==> config.mk <==
export PLATFORM = sky130hd
export DESIGN_NAME = transmitter
export DESIGN_NICKNAME = d
export VERILOG_FILES = /design/src/rtl/transceiver_pkg.sv /design/src/rtl/baud_gen.sv /design/src/rtl/transmitter.sv
export SDC_FILE = /design/constraint.sdc
export NUM_CORES = 1
export LEC_CHECK = 0
export CAP_MARGIN = 0
export CORE_MARGIN = 1
export CORE_UTILIZATION = 57
export CTS_CLUSTER_DIAMETER = 120
export CTS_CLUSTER_SIZE = 20
export DETAILED_ROUTE_END_ITERATION = 8
export PLACE_DENSITY = 0.82
export SETUP_SLACK_MARGIN = 0.4
export SYNTH_ARGS = -nofsm -noshare
export SYNTH_HDL_FRONTEND = slang
export SYNTH_HIERARCHICAL = 1
export SYNTH_SLANG_ARGS = --single-unit
==> constraint.sdc <==
create_clock -name clk -period 3.3 [get_ports clk]
set_input_delay 0.33 -clock clk [delete_from_list [all_inputs] [get_ports clk]]
set_output_delay 0.33 -clock clk [all_outputs]
set_load 0.02 [all_outputs]
==> src/rtl/transceiver_pkg.sv <==
// Shared serial framing definitions.
// Used by the transmitter and the receiver.
package transceiver_pkg;

  typedef enum logic [2:0] {
    IDLE,
    START,
    DATA,
    PARITY,
    STOP
  } state_t;

  localparam logic START_BIT = 1'b0;
  localparam logic STOP_BIT  = 1'b1;
  localparam int   FRAME_EXTRA = 3;

  // start + data + parity + stop
  function automatic int frame_bits(input int data_width);
    return data_width + FRAME_EXTRA;
  endfunction

endpackage

==> src/rtl/baud_gen.sv <==
// Baud counter: counts 0..CLKS_PER_BIT-1 and wraps.
// tick marks the last cycle of a bit; tick_next predicts it.
module baud_gen #(
  parameter int CLKS_PER_BIT = 1
) (
  input  logic clk,
  input  logic clear,
  output logic tick,
  output logic tick_next
);

  localparam int CW =
    (CLKS_PER_BIT > 1) ? $clog2(CLKS_PER_BIT) : 1;
  localparam logic [CW-1:0] LAST = CW'(CLKS_PER_BIT - 1);

  logic [CW-1:0] cnt;
  logic [CW-1:0] cnt_n;

  always_comb begin
    cnt_n = cnt + 1'b1;
    if (clear || cnt == LAST) cnt_n = '0;
  end

  always_ff @(posedge clk) begin
    cnt <= cnt_n;
  end

  assign tick      = (cnt == LAST);
  assign tick_next = (cnt_n == LAST);

endmodule

==> src/rtl/transmitter.sv <==
// Serial frame transmitter: start, data LSB first,
// even parity, stop. All outputs registered.
module transmitter
  import transceiver_pkg::*;
#(
  parameter int DATA_WIDTH   = 8,
  parameter int CLKS_PER_BIT = 1
) (
  input  logic                  clk,
  input  logic                  arst,
  input  logic [DATA_WIDTH-1:0] data_in,
  input  logic                  valid,
  output logic                  ready,
  output logic                  out,
  output logic                  busy,
  output logic                  done
);

  localparam int IW =
    (DATA_WIDTH > 1) ? $clog2(DATA_WIDTH) : 1;
  localparam logic [IW-1:0] IDX_LAST = IW'(DATA_WIDTH - 1);

  state_t                state;
  state_t                state_n;
  logic [DATA_WIDTH-1:0] data_q;
  logic                  parity_q;
  logic [IW-1:0]         idx;
  logic [IW-1:0]         idx_n;
  logic                  accept;
  logic                  tick;
  logic                  tick_next;
  logic                  clear;
  logic                  out_n;
  logic                  last_stop_n;

  assign accept = valid & ready;

  always_comb begin
    state_n = state;
    idx_n   = idx;
    unique case (state)
      IDLE: begin
        if (accept) state_n = START;
      end
      START: begin
        if (tick) begin
          state_n = DATA;
          idx_n   = '0;
        end
      end
      DATA: begin
        if (tick) begin
          if (idx == IDX_LAST) state_n = PARITY;
          else                 idx_n   = idx + 1'b1;
        end
      end
      PARITY: begin
        if (tick) state_n = STOP;
      end
      STOP: begin
        if (tick) state_n = accept ? START : IDLE;
      end
      default: state_n = IDLE;
    endcase
  end

  // Restart the bit timer on every state change and on reset.
  assign clear = arst | (state_n != state);

  baud_gen #(
    .CLKS_PER_BIT (CLKS_PER_BIT)
  ) u_baud (
    .clk       (clk),
    .clear     (clear),
    .tick      (tick),
    .tick_next (tick_next)
  );

  always_comb begin
    out_n = STOP_BIT;
    unique case (state_n)
      IDLE:    out_n = STOP_BIT;
      START:   out_n = START_BIT;
      DATA:    out_n = data_q[idx_n];
      PARITY:  out_n = parity_q;
      STOP:    out_n = STOP_BIT;
      default: out_n = STOP_BIT;
    endcase
  end

  // Outputs look one cycle ahead so they are registered.
  assign last_stop_n = (state_n == STOP) && tick_next;

  always_ff @(posedge clk) begin
    if (arst) begin
      state    <= IDLE;
      idx      <= '0;
      data_q   <= '0;
      parity_q <= 1'b0;
      out      <= 1'b1;
      ready    <= 1'b1;
      busy     <= 1'b0;
      done     <= 1'b0;
    end else begin
      state <= state_n;
      idx   <= idx_n;
      if (accept) begin
        data_q   <= data_in;
        parity_q <= ^data_in;
      end
      out   <= out_n;
      ready <= (state_n == IDLE) || last_stop_n;
      busy  <= (state_n != IDLE);
      done  <= last_stop_n;
    end
  end

endmodule

==> run summary, run 1 <==
In this run the static leakage power is 0.470 nW. Dividing the detail-routed wire length by the instance count gives 13.3 um. The mapped netlist covers 1120 um^2. The x dimension of the die is 46.3 um.

Counting stages on the worst path, the most repeated cell is sky130_fd_sc_hd__o211a_1. The run gives 19 as the maximum number of pins on one net before global-route repair. The number of antenna diodes in the final layout is 0. Sequential cells burn 46.9% of the power. The die area came out at 2140 um^2.

STA classifies the critical path startpoint as a flip-flop. Max-slew violation total from the final report: 0. The post-route fraction of the period consumed by the critical path came out at 66.7%. The total vias in the final route is 990.

The critical path class is reg2reg. The number of hold buffers added after cts was 0; the critical path's largest stage delay was 540 ps. The tools report the number of antenna violations at the first check in global routing as 0. Traced cell by cell, the critical path runs through or3b_1 > o211a_1 > or2_1 > o211a_1 > o311ai_1. At the end of the flow the core is filled with cells to 71.7%. The run gives 0 ps as the sum of negative setup slack. The post-synthesis instance total is 137, and the final critical path time including I/O delays and setup is 2200 ps. Setup repair after global routing left no endpoint under its margin. The number of routed nets with antenna violations was 0; the combinational group share of total power was 18.9%. TritonCTS built the clock tree. The worst pin sits at a relative slew slack of 55.3%.

For the maximum clock frequency, the log shows 455 MHz. Power spread over the standard cell area amounts to 457 nW/um^2. Sort of element at the end of the critical path: a flip-flop. The clock net in this run drives a total of 20 sinks. The number of buffers created by CTS came out at 3.

The worst-case setup slack after placement is 1200 ps, and the proportion of power drawn by the clock network is 34.2%. The clock passes through at most 2 buffers. The starting density of the core was 62.6%. Number of vias per cell: 5.86. The run finished with clean final reports.

The maximum fanout along the worst path is 12. The tools report the worst clock skew as 12.0 ps. The buffer type at the clock tree root is sky130_fd_sc_hd__clkbuf_4. Setup slack on the worst reg-to-reg path comes out at 1100 ps. The area growth from synthesis to layout is 14.6%, and the number of warnings reported in the yosys synthesis log is 6. The wire length after detailed routing was 2.24 mm; the total of buffers placed on input and output ports was 14.

The final-report hold violation count came out at 0. The run gives 944 as the via count of the first global-routing pass. After filler insertion, the fill cell instance count of the layout stands at 144. Across the run, the number of max-cap violations was 0. The pre-antenna-repair detailed-routing pass consisted of 4 iterations.

The worst setup margin was 1100 ps. The tools report the number of instances in the placed design as 165. The transition at the pin with the smallest max-transition slack is 668 ps. Setup violations remaining at the end of the flow were counted as 0. Dividing the synthesized area by the synthesized cell count gives 8.15 um^2. The logs give 0 for the residual overflow from global routing and 1.61 mm for the detailed-placement wirelength estimate. The run gives 300 ps as the clock insertion delay at the later pin of the skew report.

The critical path data required time was 3510 ps; the cell-internal power was 0.434 mW. The tools report the final standard cell count with taps included and fillers excluded as 169. Worst min-delay path category: reg2reg. The clock slew at the register clock pins of the worst setup and hold paths was 120 ps; the remaining design rule violation count was 0. The run gives 1780 um^2 as the core outline area. Summing all placed instances gives a cell area of 1230 um^2. The placer congestion estimate is 0.883, and the total number of H-tree levels is 1. The run gives 0 as the post-CTS setup-driven buffer insertion count.

The run gives 400 um^2 as the flip-flop and latch area. The multi-input combinational cells in the finished layout cover a total of 643 um^2. Across all hold checks on the routed design, the worst slack comes to 465 ps. The initial DRC count came out at 42.

STA puts the critical path data arrival time at 2410 ps. The run gives 0.333 mV as the maximum resistive drop on vdd. After clock tree synthesis, the repair step resized 0 gates.

After routing the design area is 1280 um^2. Number of rows created at floorplan: 15. The design draws 0.584 mW. The net count of the finished layout is 157. Of the total power, the share spent switching nets is 25.7%. Counting every net in the synthesized netlist gives 149. The wire length of the first global-routing pass is 3.98 mm. The boundary pin count was 15. Global routing consumed, over all layers together, 25.9% of the routing resources.

The slowest stage of the critical path is the sky130_fd_sc_hd__dfxtp_1 cell. The die is 46.3 um tall. Share of layout cells above drive strength 1: 5.56%. The net switching power of the design came out at 0.150 mW.
placed cells by master (no fill, tap or decap), types with 3 or more instances in the layout:
cell type,instances
sky130_fd_sc_hd__a21oi_1,10
sky130_fd_sc_hd__nand2_1,24
sky130_fd_sc_hd__xnor2_1,8
sky130_fd_sc_hd__dfxtp_1,20
sky130_fd_sc_hd__nor3_1,3
sky130_fd_sc_hd__inv_1,3
sky130_fd_sc_hd__nor3b_1,3
sky130_fd_sc_hd__clkbuf_4,3
sky130_fd_sc_hd__clkdlybuf4s50_1,14
sky130_fd_sc_hd__o211ai_1,3
sky130_fd_sc_hd__o21ai_0,4
sky130_fd_sc_hd__nor2_1,6
worst paths after layout:
kind | from | to | cells past startpoint
worst max register to register | state[1] | out | 5
worst min register to register | data_q[2] | data_q[2] | 2
worst max-delay path | state[1] | out | 5
worst min-delay path | data_q[2] | data_q[2] | 2
power by group through the flow:
stage,registers [mW],clock network (mW),logic (mW)
after global routing,0.276,0.211,0.122
after global placement,0.278,0,0.106
after detailed placement,0.279,0,0.109
after CTS,0.274,0.203,0.110
after floorplan,0.276,0,0.0803
final,0.274,0.200,0.110
final cells by class:
type / instances / area share (%)
clock inverters: 1 / 2.35
repair buffers: 14 / 11.0
flip-flops and latches: 20 / 31.3
clock buffers: 3 / 1.76
inverters: 3 / 0.881
multi-input cells: 103 / 50.3
well taps: 25 / 2.45
flip-flops by register name, summed over array words and instances, names as in the netlist:
| name | cells |
|---|---|
| state | 3 |
| data_q | 8 |
| busy | 1 |
| done | 1 |
| out | 1 |
| parity_q | 1 |
| u_baud/cnt | 1 |
| ready | 1 |
| idx | 3 |
worst max-delay path: cells and delay by family, from the launching register on:
family	cells	cell delay [ps]
AO/OA/AOI/OAI	3	800
flip-flops	1	540
AND/OR/NAND/NOR	2	760
layer usage:
metal | part of all wire, % | up-vias | global-route usage [%]
li1 | - | 496 | -
met1 | 48 | 470 | 34.6
met2 | 48 | 22 | 41.7
met3 | 3.2 | 2 | 5.10
met4 | 0.58 | 0 | 8.24
met5 | 0 | - | 0
Power figures use the tool's default switching activity.
==> run 2, diff against run 1 <==
CORE_UTILIZATION = 48   (was 57)
PLACE_DENSITY = 0.74   (was 0.82)
clock period = 2 ns   (was 3.3 ns; I/O delays follow)
==> run summary, run 2 (synthesized netlist as in run 1, its figures left out) <==
The run gives 539 MHz (was 455 MHz) as the maximum clock frequency. The clock insertion delay at the later pin of the skew report came out at 300 ps (about the same). Most frequent cells in the layout: sky130_fd_sc_hd__nand2_1, sky130_fd_sc_hd__dfxtp_1, sky130_fd_sc_hd__clkdlybuf4s50_1, sky130_fd_sc_hd__buf_4, sky130_fd_sc_hd__a21oi_1 (was sky130_fd_sc_hd__nand2_1, sky130_fd_sc_hd__dfxtp_1, sky130_fd_sc_hd__clkdlybuf4s50_1, sky130_fd_sc_hd__a21oi_1, sky130_fd_sc_hd__xnor2_1). The number of clock sinks is 20 (unchanged).

The tools report the buffer levels on the longest clock path as 2 (unchanged). The cell with the biggest individual delay on the critical path is sky130_fd_sc_hd__dfxtp_4 (was sky130_fd_sc_hd__dfxtp_1). The placer congestion estimate was 0.816 (was 0.883); the routing usage on met1 was 29.9% (was 34.6%). The maximum resistive drop on vdd is 0.655 mV (was 0.333 mV), and the share of layout cells above drive strength 1 is 22.3% (was 5.56%). The wire length after detailed routing was 2.52 mm (was 2.24 mm). The kind of launch point of the worst setup path was a flip-flop (unchanged). The leading cell type in the layout, fill and taps excluded was sky130_fd_sc_hd__nand2_1 (unchanged).

The sum of negative setup slack is 0 ps (unchanged). Height of the chip: 50.2 um (was 46.3 um). The maximum fanout along the worst path is 6 (was 12).

The tools report the number of buffers created by CTS as 3 (unchanged). Number of hold buffers added after cts: 0 (unchanged). For the number of routed nets with antenna violations, the log shows 0 (unchanged). Setup repair after global routing could not meet its margin everywhere. The wire length of the first global-routing pass is 4.40 mm (was 3.98 mm). The final critical path time including I/O delays and setup was 1860 ps (was 2200 ps). The register with the highest flop count is data_q (unchanged). The worst-case setup slack after placement was 86.9 ps (was 1200 ps); the maximum number of pins on one net before global-route repair was 13 (was 19). The run gives 0.551 nW (was 0.470 nW) as the leakage dissipation. The run gives 0 (unchanged) as the antenna diode count.

The data arrival at the endpoint of the critical path was 2030 ps (was 2410 ps). The flow ran to the end, and the final reports show no timing, DRC or antenna violations. The remaining design rule violation count is 0 (unchanged).

The tools report the residual overflow from global routing as 0 (unchanged). The die area was 2520 um^2 (was 2140 um^2). The critical path class was reg2reg (unchanged). The worst setup margin came out at 143 ps (was 1100 ps). For the max-slew violation total from the final report, the log shows 0 (unchanged). The worst clock skew was 1.15 ps (was 12.0 ps); the initial DRC count was 17 (was 42). The routed wire length per instance came out at 13.6 um (was 13.3 um). Biggest registers after layout: data_q x8, idx x3, state x3 (unchanged). Sequence of cells on the critical path: ha_4 > a21bo_4 > o211a_1 > or2_4 > a221oi_2 > o311ai_2 (was or3b_1 > o211a_1 > or2_1 > o211a_1 > o311ai_1). The number of rows created at floorplan was 17 (was 15); the power density normalized to cell area was 689 nW/um^2 (was 457 nW/um^2). The tools report the starting density of the core as 50.5% (was 62.6%).

The critical path data required time is 2170 ps (was 3510 ps). The x dimension of the die was 50.2 um (was 46.3 um). For the number of antenna violations at the first check in global routing, the log shows 0 (unchanged). The category of cells accounting for the largest share of critical-path delay was compound AO/OA/AOI/OAI gates (unchanged). The core outline area was 2210 um^2 (was 1780 um^2); the clock slew at the register clock pins of the worst setup and hold paths was 110 ps (was 120 ps). Boundary pin count: 15 (unchanged).

The worst min-delay path category is reg2reg (unchanged). The slack of the worst reg-to-reg path is 140 ps (was 1100 ps), and the number of iterations in the first detailed-routing pass is 4 (unchanged). TritonCTS built the clock tree. The reported max-cap violation count was 0 (unchanged); the total vias in the final route was 1,015 (was 990).

The number of vias per cell was 5.49 (was 5.86); the flip-flop count of the largest register after layout was 8 (unchanged). The critical path's largest stage delay was 380 ps (was 540 ps); the area growth from synthesis to layout was 30.6% (was 14.6%). The total of buffers placed on input and output ports is 14 (unchanged), and the post-route fraction of the period consumed by the critical path is 92.8% (was 66.7%). Final-report hold violation count: 0 (unchanged).

The via count of the first global-routing pass was 1,005 (was 944). The buffers plus inverters on the worst setup path is 0 (unchanged), and the total number of H-tree levels is 1 (unchanged). The setup-violating endpoint count in the final report is 0 (unchanged), and the global-route met3 utilization is 1.82% (was 5.10%). The detailed-placement wirelength estimate was 1.71 mm (was 1.61 mm).

Overall track demand over capacity in global routing: 22.4% (was 25.9%). The run gives 170 (was 157) as the final layout net count. The most used routing layer in global routing was met2 (unchanged). The buffer type at the clock tree root is sky130_fd_sc_hd__clkbuf_4 (unchanged).

The met2 routing resource usage after global routing is 37.3% (was 41.7%). The sort of element at the end of the critical path is a flip-flop (unchanged).
-- run 2: cell count changes in the layout (fill, tap and decap cells not counted), moves of 2 or more --
cell / before / now
sky130_fd_sc_hd__dfxtp_2: 0 / 3
sky130_fd_sc_hd__a2111oi_0: 2 / 0
sky130_fd_sc_hd__dfxtp_4: 0 / 2
sky130_fd_sc_hd__buf_4: 0 / 12
sky130_fd_sc_hd__dfxtp_1: 20 / 15
-- run 2: through the flow --
step           hold WS (ps)  instances  power (mW)  cell area, um^2  utilization, %
3_5_place_dp            455        178       0.656             1310            59.0
4_1_cts                 473        184       0.993             1400            63.3
6_report                470        185        1.00             1460            65.9
3_3_place_gp            451        178       0.652             1310            59.0
2_1_floorplan           336        137       0.588             1120               -
5_1_grt                 499        185        1.05             1460            65.9
-- run 2: cell type report --
class / count / area (um^2)
Inverter: 3 / 11.3
Clock inverter: 1 / 30.0
Clock buffer: 3 / 22.5
Fill cell: 200 / 754
Sequential cell: 20 / 412
Timing Repair Buffer: 27 / 241
Multi-Input combinational cell: 103 / 706
Tap cell: 28 / 35.0
-- run 2: layer usage --
layer | part of all wire [%] | vias up
met3 | 2.5 | 0
met1 | 49 | 474
met5 | 0 | -
li1 | - | 522
met4 | 0 | 0
met2 | 49 | 19
-- run 2: where the power goes --
| part | internal, mW | switching (mW) |
|---|---|---|
| Combinational | 0.118 | 0.115 |
| Clock | 0.202 | 0.126 |
| Sequential | 0.426 | 0.0169 |
-- run 2: worst register-to-register path, cell delays in order, from the launching register on --
cell                       delay (ps)
sky130_fd_sc_hd__dfxtp_4          380
sky130_fd_sc_hd__ha_4             180
sky130_fd_sc_hd__a21bo_4          240
sky130_fd_sc_hd__o211a_1          260
sky130_fd_sc_hd__or2_4            250
sky130_fd_sc_hd__a221oi_2         300
sky130_fd_sc_hd__o311ai_2         130
-- run 2: path summary, 6_finish.rpt --
path / to / startpoint / depth (start not counted)
min reg2reg: data_q[4] / data_q[4] / 2
min: data_q[4] / data_q[4] / 2
max reg2reg: out / idx[0] / 6
max: out / idx[0] / 6
-- run 2: repair_timing --
action | CTS | global route
resized for setup | 10 | 13
buffers inserted | 2 | 1
pin swaps | 1 | 7
cloned | 0 | 0
setup endpoints to repair | 2 | 2
==> run 3, diff against run 2 <==
CTS_BUF_LIST = sky130_fd_sc_hd__clkbuf_16   (was default)
==> run summary, run 3 (synthesized netlist as in run 1, its figures left out) <==
For the worst setup margin, the log shows 178 ps (was 143 ps). The tools report the antenna diode count as 0 (unchanged). Total number of H-tree levels: 1 (unchanged).

The tools report the proportion of power drawn by the clock network as 44.2% (was 32.7%). TritonCTS built the clock tree. The post-route fraction of the period consumed by the critical path came out at 91.1% (was 92.8%). The final critical path time including I/O delays and setup was 1820 ps (was 1860 ps); the critical path data required time was 2110 ps (was 2170 ps). The area occupied by multi-input gates is 711 um^2 (was 706 um^2), and the detailed-placement wirelength estimate is 1.71 mm (unchanged).

The run gives 4.57 mm (was 4.40 mm) as the wire length of the first global-routing pass. The routed wire length per instance is 14.8 um (was 13.6 um). The area growth from synthesis to layout was 36.4% (was 30.6%).

The logs give 21 (was 17) for the initial DRC count and 171 (was 170) for the final layout net count. The clock insertion delay at the later pin of the skew report is 250 ps (was 300 ps), and the share of layout cells above drive strength 1 is 23.4% (was 22.3%). The worst min-delay path category is reg2reg (unchanged).

The via count of the first global-routing pass was 1,028 (was 1,005). The register with the highest flop count is data_q (unchanged). The run gives 19.6% (was 23.1%) as the combinational group share of total power. The sequential cell fraction of total power is 36.2% (was 44.1%), and the sum of negative setup slack is 0 ps (unchanged). Maximum resistive drop on vdd: 0.776 mV (was 0.655 mV).

The number of routed nets with antenna violations came out at 0 (unchanged). The tools report the sort of element at the end of the critical path as a flip-flop (unchanged). For the number of iterations in the first detailed-routing pass, the log shows 4 (unchanged). The height of the chip is 50.2 um (unchanged), and the x dimension of the die is 50.2 um (unchanged). The run gives 0 (unchanged) as the max-slew violation total from the final report.

The tools report the number of rows created at floorplan as 17 (unchanged). For the final-report hold violation count, the log shows 0 (unchanged). The fraction of power spent switching nets was 23.3% (was 25.7%).

For the boundary pin count, the log shows 15 (unchanged). The critical path class is reg2reg (unchanged). For the flip-flop and latch area, the log shows 412 um^2 (unchanged).

The number of vias per cell was 5.77 (was 5.49). The run gives 2.75 mm (was 2.52 mm) as the wire length after detailed routing. The leakage dissipation was 0.580 nW (was 0.551 nW); the net switching power of the design was 0.287 mW (was 0.258 mW). Biggest registers after layout: data_q x8, idx x3, state x3 (unchanged). The tools report the maximum clock frequency as 549 MHz (was 539 MHz). For the number of hold buffers added after cts, the log shows 0 (unchanged). For the worst clock skew, the log shows 4.20 ps (was 1.15 ps).

The logs give 50.5% (unchanged) for the starting density of the core and 461 ps (was 470 ps) for the minimum hold slack. Cell-internal power: 0.945 mW (was 0.746 mW). Setup repair after global routing could not meet its margin everywhere.

For the die area, the log shows 2520 um^2 (unchanged). The tools report the reported max-cap violation count as 0 (unchanged). The core outline area was 2210 um^2 (unchanged).

The leading cell type in the layout, fill and taps excluded was sky130_fd_sc_hd__nand2_1 (unchanged). The buffer type at the clock tree root is sky130_fd_sc_hd__clkbuf_16 (was sky130_fd_sc_hd__clkbuf_4). The flow ran to the end, and the final reports show no timing, DRC or antenna violations. The run gives 1,073 (was 1,015) as the total vias in the final route. The data arrival at the endpoint of the critical path was 1930 ps (was 2030 ps); the total of buffers placed on input and output ports was 14 (unchanged).

The power density normalized to cell area is 809 nW/um^2 (was 689 nW/um^2), and the setup-violating endpoint count in the final report is 0 (unchanged). For the maximum number of pins on one net before global-route repair, the log shows 13 (unchanged). The flip-flop count of the largest register after layout works out to 8 (unchanged).

Most frequent cells in the layout: sky130_fd_sc_hd__nand2_1, sky130_fd_sc_hd__dfxtp_1, sky130_fd_sc_hd__clkdlybuf4s50_1, sky130_fd_sc_hd__buf_4, sky130_fd_sc_hd__a21oi_1 (unchanged). The clock slew at the register clock pins of the worst setup and hold paths works out to 60 ps (was 110 ps). The maximum fanout along the worst path works out to 6 (unchanged). Residual overflow from global routing: 0 (unchanged). The remaining design rule violation count was 0 (unchanged). The logs give 3 (unchanged) for the number of buffers created by CTS and 68.8% (was 65.9%) for the final core utilization. The worst-case setup slack after placement was 86.9 ps (unchanged). The final-layout fill cell count came out at 180 (was 200). The tools report the overall track demand over capacity in global routing as 23.5% (was 22.4%).

The number of clock sinks was 20 (unchanged); the placer congestion estimate was 0.816 (unchanged). Kind of launch point of the worst setup path: a flip-flop (unchanged). The number of antenna violations at the first check in global routing was 0 (unchanged). The run gives 2 (unchanged) as the buffer levels on the longest clock path.
-- run 3: cell count changes in the layout (fill, tap and decap cells not counted) --
cell / previous run / this run
sky130_fd_sc_hd__a2111oi_2: 1 / 2
sky130_fd_sc_hd__buf_4: 12 / 13
sky130_fd_sc_hd__clkbuf_16: 0 / 3
sky130_fd_sc_hd__clkbuf_4: 3 / 0
sky130_fd_sc_hd__a2111oi_1: 1 / 0
-- run 3: area by class of cell --
| cell class | instances | share of cell area [%] |
|---|---|---|
| repair buffers | 28 | 16.4 |
| clock inverters | 1 | 1.97 |
| clock buffers | 3 | 4.93 |
| flip-flops and latches | 20 | 27.0 |
| multi-input cells | 103 | 46.7 |
| inverters | 3 | 0.740 |
| well taps | 28 | 2.30 |
-- run 3: metal layers --
metal	vias to the layer above	GRT usage, %	part of all wire (%)
li1	527	-	-
met5	-	0	0
met3	4	2.73	2.9
met2	22	40.7	53
met1	520	29.7	44
met4	0	8.10	0.76
-- run 3: what timing repair did --
item | in CTS | in global routing
resized for setup | 14 | 10
pin swaps | 1 | 6
setup buffers | 3 | 1
setup endpoints to repair | 2 | 2
-- run 3: worst max-delay path: stages (launching register included) --
cell	delay, ps
sky130_fd_sc_hd__dfxtp_4	360
sky130_fd_sc_hd__ha_4	180
sky130_fd_sc_hd__a21bo_4	240
sky130_fd_sc_hd__o211a_1	260
sky130_fd_sc_hd__or2_4	250
sky130_fd_sc_hd__a221oi_2	270
sky130_fd_sc_hd__o311ai_2	120
-- run 3: power groups by stage --
stage	clock network, mW	logic, mW	registers [mW]
global placement	0	0.198	0.454
floorplan	0	0.133	0.455
CTS	0.547	0.224	0.445
finish	0.545	0.241	0.446
detailed placement	0	0.201	0.455
global route	0.562	0.267	0.449
-- run 3: worst paths after layout --
kind | slack (ps) | cells past startpoint | to | from
worst max-delay path | 180 | 6 | out | idx[0]
worst min register to register | 460 | 2 | data_q[4] | data_q[4]
worst min-delay path | 460 | 2 | data_q[4] | data_q[4]
worst max register to register | 180 | 6 | out | idx[0]
-- run 3: through the flow --
step	power [mW]	cells	cell area, um^2
floorplan	0.588	137	1120
global placement	0.652	178	1310
detailed placement	0.656	178	1310
CTS	1.22	185	1470
global route	1.28	186	1520
finish	1.23	186	1520
